## src/rtl/sys_seq_pkg.sv

```systemverilog
// Shared state encodings and width helper for the system sequencer.
// Latency: n/a (definitions only).
// Backpressure: n/a.
package sys_seq_pkg;

    // State codes double as the status LED value, so the numbering is fixed.
    typedef enum logic [2:0] {
        ST_IDLE      = 3'd0,
        ST_CFG       = 3'd1,
        ST_WAIT_SOF  = 3'd2,
        ST_RUN       = 3'd3,
        ST_FLUSH_ARM = 3'd4,
        ST_FLUSH     = 3'd5,
        ST_ERR       = 3'd6
    } seq_state_t;

    // Counter width for a count of n; a parameter of 1 still needs one bit.
    function automatic int cnt_w(input int n);
        return (n > 1) ? $clog2(n) : 1;
    endfunction

endpackage

```

## src/rtl/sw_debounce_vec.sv

```systemverilog
// Two-flop synchroniser plus shared-counter debouncer for a switch vector.
// Latency: 2 sync clocks + 1 reload clock + DB_COUNT stable clocks to update.
// Backpressure: none; free-running on every clock.
module sw_debounce_vec
    import sys_seq_pkg::*;
#(
    parameter int WIDTH    = 2,
    parameter int DB_COUNT = 1250000
) (
    input  logic             i_clk,
    input  logic             i_rstn,
    input  logic [WIDTH-1:0] i_sw,
    output logic [WIDTH-1:0] o_deb
);

    localparam int CW = cnt_w(DB_COUNT);
    localparam logic [CW-1:0] CNT_LAST = CW'(DB_COUNT - 1);

    logic [WIDTH-1:0] sync1;
    logic [WIDTH-1:0] sync2;
    logic [WIDTH-1:0] cand;
    logic [CW-1:0]    cnt;

    // One counter serves the whole vector: any bit change restarts the stability window.
    always_ff @(posedge i_clk) begin
        if (!i_rstn) begin
            sync1 <= '0;
            sync2 <= '0;
            cand  <= '0;
            cnt   <= '0;
            o_deb <= '0;
        end else begin
            sync1 <= i_sw;
            sync2 <= sync1;
            if (sync2 != cand) begin
                cand <= sync2;
                cnt  <= '0;
            end else if (cnt != CNT_LAST) begin
                cnt <= cnt + 1'b1;
            end else begin
                // Counter saturates here rather than wrapping.
                o_deb <= cand;
            end
        end
    end

endmodule

```

## src/rtl/sys_sequencer.sv

```systemverilog
// Camera bring-up and pipeline-stage sequencer: config, frame sync, flush-and-reload of stage enables.
// Latency: all outputs registered; state changes one clock after the triggering input is sampled.
// Backpressure: none; i_sof is only honoured in WAIT_SOF and FLUSH_ARM.
module sys_sequencer
    import sys_seq_pkg::*;
#(
    parameter int N_STAGES     = 2,
    parameter int DB_COUNT     = 1250000,
    parameter int CFG_TIMEOUT  = 12500000,
    parameter int FLUSH_CYCLES = 16
) (
    input  logic                i_clk,
    input  logic                i_rstn,
    input  logic                i_sof,
    input  logic                i_cfg_done,
    input  logic [N_STAGES-1:0] i_sw_en,
    input  logic [N_STAGES-1:0] i_stage_error,
    output logic                o_cfg_start,
    output logic [N_STAGES-1:0] o_stage_enable,
    output logic                o_pipe_flush,
    output logic [2:0]          o_state,
    output logic                o_cfg_error
);

    localparam int CFG_W = cnt_w(CFG_TIMEOUT);
    localparam int FL_W  = cnt_w(FLUSH_CYCLES);
    localparam logic [CFG_W-1:0] CFG_LAST = CFG_W'(CFG_TIMEOUT - 1);
    localparam logic [FL_W-1:0]  FL_LAST  = FL_W'(FLUSH_CYCLES - 1);

    seq_state_t          state;
    logic [CFG_W-1:0]    cfg_cnt;
    logic [FL_W-1:0]     flush_cnt;
    logic [N_STAGES-1:0] sw_deb;

    sw_debounce_vec #(
        .WIDTH    (N_STAGES),
        .DB_COUNT (DB_COUNT)
    ) u_sw_debounce (
        .i_clk  (i_clk),
        .i_rstn (i_rstn),
        .i_sw   (i_sw_en),
        .o_deb  (sw_deb)
    );

    assign o_state = state;

    // Sequencer FSM with all outputs registered alongside the state.
    always_ff @(posedge i_clk) begin
        if (!i_rstn) begin
            state          <= ST_IDLE;
            cfg_cnt        <= '0;
            flush_cnt      <= '0;
            o_cfg_start    <= 1'b0;
            o_pipe_flush   <= 1'b0;
            o_cfg_error    <= 1'b0;
            o_stage_enable <= '0;
        end else begin
            o_cfg_start <= 1'b0;
            case (state)
                ST_IDLE: begin
                    o_stage_enable <= '0;
                    cfg_cnt        <= '0;
                    o_cfg_start    <= 1'b1;
                    state          <= ST_CFG;
                end
                ST_CFG: begin
                    o_stage_enable <= '0;
                    // Done is checked first so it wins over a coincident timeout.
                    if (i_cfg_done) begin
                        o_stage_enable <= sw_deb;
                        state          <= ST_WAIT_SOF;
                    end else if (cfg_cnt == CFG_LAST) begin
                        o_cfg_error <= 1'b1;
                        state       <= ST_ERR;
                    end else begin
                        cfg_cnt <= cfg_cnt + 1'b1;
                    end
                end
                ST_WAIT_SOF: begin
                    if (i_sof) begin
                        state <= ST_RUN;
                    end
                end
                ST_RUN: begin
                    // Error-only case still flushes so the stages restart cleanly.
                    if ((sw_deb != o_stage_enable) || (|i_stage_error)) begin
                        state <= ST_FLUSH_ARM;
                    end
                end
                ST_FLUSH_ARM: begin
                    if (i_sof) begin
                        flush_cnt    <= '0;
                        o_pipe_flush <= 1'b1;
                        state        <= ST_FLUSH;
                    end
                end
                ST_FLUSH: begin
                    if (flush_cnt == FL_LAST) begin
                        // Sample the switches as late as possible so changes made while armed are kept.
                        o_pipe_flush   <= 1'b0;
                        o_stage_enable <= sw_deb;
                        state          <= ST_WAIT_SOF;
                    end else begin
                        flush_cnt <= flush_cnt + 1'b1;
                    end
                end
                ST_ERR: begin
                    o_cfg_error    <= 1'b1;
                    o_stage_enable <= '0;
                    o_pipe_flush   <= 1'b0;
                end
                default: begin
                    state <= ST_IDLE;
                end
            endcase
        end
    end

endmodule

```

## config.mk

```make
export PLATFORM = sky130hd
export DESIGN_NAME = sys_sequencer
export DESIGN_NICKNAME = d
export VERILOG_FILES = /design/src/rtl/sys_seq_pkg.sv /design/src/rtl/sw_debounce_vec.sv /design/src/rtl/sys_sequencer.sv
export SDC_FILE = /design/constraint.sdc
export NUM_CORES = 1
export LEC_CHECK = 0
export CAP_MARGIN = 20
export CORE_ASPECT_RATIO = 0.75
export CORE_MARGIN = 10
export CORE_UTILIZATION = 31
export CTS_CLUSTER_SIZE = 12
export DETAILED_ROUTE_END_ITERATION = 16
export GPL_TIMING_DRIVEN = 0
export SLEW_MARGIN = 0
export SYNTH_ARGS = -nofsm -noshare
export SYNTH_HDL_FRONTEND = slang
export SYNTH_SLANG_ARGS = --single-unit
```

## constraint.sdc

```tcl
create_clock -name i_clk -period 4.8 [get_ports i_clk]
set_clock_uncertainty 0.1 [all_clocks]
set_input_delay 1.44 -clock i_clk [delete_from_list [all_inputs] [get_ports i_clk]]
set_output_delay 1.44 -clock i_clk [all_outputs]
set_load 0.01 [all_outputs]
```

==> flow_metrics.env <==
export IMPL_status="finished clean"
export IMPL_yosysTopAreaCell="dfxtp_1"
export IMPL_yosys_area_share_adder_pct=1.551
export IMPL_cts_tree="built"
export IMPL_critPathMaxStageDelay_ns=0.72
export IMPL_swShare_pct=29.58
export IMPL_synth_top_family_by_area="simple AND/OR/NAND/NOR gates"
export IMPL_synth_mux_area_fraction_pct=2.612
export IMPL_n_antenna_cell=0
export IMPL_fmax_ghz=0.2932
export IMPL_critical_path_slowest_cell="nor3_1"
export IMPL_clkPwrFrac_pct=40.2
export IMPL_cp_max_fo=7
export IMPL_p_leak_nw=1.219
export IMPL_arrival_ns=3.51
export IMPL_setup_tns_ns=0
export IMPL_drive_gt1_share_pct=8.684
export IMPL_rows=31
export IMPL_finalHoldViolations=0
export IMPL_gr_total_overflow=0
export IMPL_intPower_mw=1.071
export IMPL_wl_um=6688
export IMPL_synth_edf_count=0
export IMPL_synth_top_cell_area_share_pct=42.45
export IMPL_route_detailed_wl_per_inst_um=13.06
export IMPL_synth_area_um2=3065
export IMPL_drc=0
export IMPL_cts_buffers=9
export IMPL_async_reset_ff_share_pct=0
export IMPL_synthSimpleGateAreaFrac_pct=30.37
export IMPL_period_needed_ns=3.411
export IMPL_tightest_slew_ns=0.8568
export IMPL_maxSlewHeadroom_pct=42.44
export IMPL_postRouteAntennaNets=0
export IMPL_fp_coreArea_um2=9658
export IMPL_drv_cap=0
export IMPL_dr_pass1_iters=4
export IMPL_cp_cell_sequence="clkdlybuf4s50_1 > a211o_4 > nor3_1 > nand4_1 > xor2_1 > nor2_1"
export IMPL_die_y_um=106.1
export IMPL_stdcell_area_um2=3659
export IMPL_worst_path_buf_inv=1
export IMPL_drv_slew=0
export IMPL_syn_inst=349
export IMPL_postCtsResizedCells=0
export IMPL_drt_iter0_drc=134
export IMPL_clk_latency_ns=0.33
export IMPL_clock_path_buffers=2
export IMPL_post_cts_buffers=0
export IMPL_ctsRootBufferMaster="clkbuf_16"
export IMPL_grt_use_total_pct=9.596
export IMPL_n_fill_cell=979
export IMPL_place_hpwl_um=4681
export IMPL_power_frac_seq_pct=38.5
export IMPL_crit_type="in -> reg"
export IMPL_p_per_area_nw_per_um2=415.7
export IMPL_synth_compound_area_share_pct=10.04
export IMPL_yosysWarnings=0
export IMPL_p_switching_uw=449.9
export IMPL_grt_max_degree=12
export IMPL_period_share_pct=71.07
export IMPL_holdBufCountCts=0
export IMPL_antenna_found_initial=0
export IMPL_critical_path_top_delay_family="simple AND/OR/NAND/NOR gates"
export IMPL_port_buffers=14
export IMPL_ys_flop_type="dfxtp_1"
export IMPL_synth_xor_area_share_pct=10.00
export IMPL_cts_htree_levels=3
export IMPL_setup_viol=0
export IMPL_hp_class="reg -> reg"
export IMPL_worst_setup_path_end_kind="flop"
export IMPL_dieArea_um2=14310
export IMPL_viasPerCell=4.873
export IMPL_place_congestion=0.8388
export IMPL_max_vdd_ir_drop_uv=192.5
export IMPL_synth_seq_cells=65
export IMPL_cp_start_kind="input port"
export IMPL_synthesis_nets=360
export IMPL_grt_pass1_wl_um=11380
export IMPL_worstPathRequired_ns=4.90
export IMPL_ys_types=53
export IMPL_ioPinCount=16
export IMPL_start_util_pct=31.74
export IMPL_avgSynthCellArea_um2=8.783
export IMPL_synth_seq_area_share_pct=42.45
export IMPL_nNetsFinal=386
export IMPL_via_count=2495
export IMPL_yosysMostFrequentCell="dfxtp_1"
export IMPL_grt_pass1_vias=2330
export IMPL_p_comb_share_pct=21.3
export IMPL_syn2layout_area_growth_pct=19.35
export IMPL_clock_sinks=65
export IMPL_synth_cells_most_frequent="dfxtp_1 (65), nor2_1 (42), nand3_1 (27), xor2_1 (27), nand2_1 (24)"
export IMPL_rsz0062_at_grt="no"
export IMPL_placed_cell_area_um2=3371
export IMPL_cts_clk_slew_worst_paths_ns=0.06
export IMPL_ys_top_cells_by_area="dfxtp_1 (42%), xor2_1 (7.7%), nor2_1 (5.1%)"
export IMPL_dieWidth_um=134.8
state kept, by name, indices dropped and copies added, names as in the netlist, 2 cells and up:
register             flops
flush_cnt                4
u_sw_debounce.cand       2
u_sw_debounce.o_deb      2
u_sw_debounce.sync2      2
o_state                  3
u_sw_debounce.cnt       21
cfg_cnt                 24
u_sw_debounce.sync1      2
o_stage_enable           2
routing by layer:
layer / vias to the layer above / share of wire, % / track usage, %
met5: - / 0 / 0
met4: 0 / 1.9 / 4.496
met3: 11 / 3.3 / 3.387
met2: 28 / 43 / 13.50
met1: 1173 / 51 / 12.75
li1: 1283 / - / -
cell usage in the layout (no fill, tap or decap), types with 4 or more instances in the layout:
cell,n
nand2_1,24
inv_1,10
and3_1,5
nor3_1,7
nand3_1,27
and2_1,9
nor2b_1,7
a21boi_0,5
or3_1,6
xnor2_1,8
clkbuf_1,8
clkbuf_16,9
mux2i_1,8
dfxtp_1,65
nand4_1,15
o21ai_0,11
nor2_1,42
xor2_1,27
clkdlybuf4s50_1,14
a21oi_1,12
or4_1,4
cell type report:
cell class                 instances  area, um2  share of cell area (%)
clock buffer                      11      252.7                   6.908
inverter                          10      37.54                   1.026
tap                              132      165.2                   4.514
clock inverter                     5      30.03                  0.8208
multi-input combinational        262       1673                   45.72
timing repair buffer              15      145.1                   3.967
sequential                        65       1301                   35.57
buffer                            12      53.80                   1.471
logic make-up (layout without fill, tap and decap cells):
group                    Yosys count  in the layout
adder cells (fa/ha/maj)            4              4
multiplexers                       8              8
XOR/XNOR                          35             35
AND/OR/NAND/NOR                  170            170
flip-flops                        65             65
AO/OA/AOI/OAI                     45             45
buffers and inverters             22             53
power groups by stage:
stage	combinational, mW	sequential [mW]	clock, mW
global route	0.362	0.588	0.653
detailed placement	0.323	0.597	0
global placement	0.320	0.597	0
CTS	0.327	0.585	0.627
finish	0.324	0.586	0.612
floorplan	0.221	0.599	0
path summary, 6_finish.rpt:
kind | from | to | slack [ns] | depth (start not counted)
worst min-delay path | u_sw_debounce.sync1[0] | u_sw_debounce.sync2[0] | 0.33 | 1
worst min register to register | u_sw_debounce.sync1[0] | u_sw_debounce.sync2[0] | 0.33 | 1
worst max-delay path | i_cfg_done | cfg_cnt[18] | 1.39 | 6
worst max register to register | o_state[2] | cfg_cnt[14] | 2.49 | 6
stage by stage:
| step | power, mW | setup WS, ns | std cells | utilization [%] | hold WS, ns |
|---|---|---|---|---|---|
| finish | 1.521 | 1.389 | 512 | 37.88 | 0.3334 |
| global route | 1.604 | 1.068 | 512 | 37.88 | 0.3548 |
| CTS | 1.539 | 1.314 | 511 | 37.83 | 0.3332 |
| detailed placement | 0.9201 | 0.9872 | 495 | 34.90 | 0.3217 |
| global placement | 0.9168 | 0.9940 | 495 | 34.90 | 0.3187 |
| floorplan | 0.8194 | 1.841 | 349 | - | 0.3119 |
(Power assumes the default switching activity.)
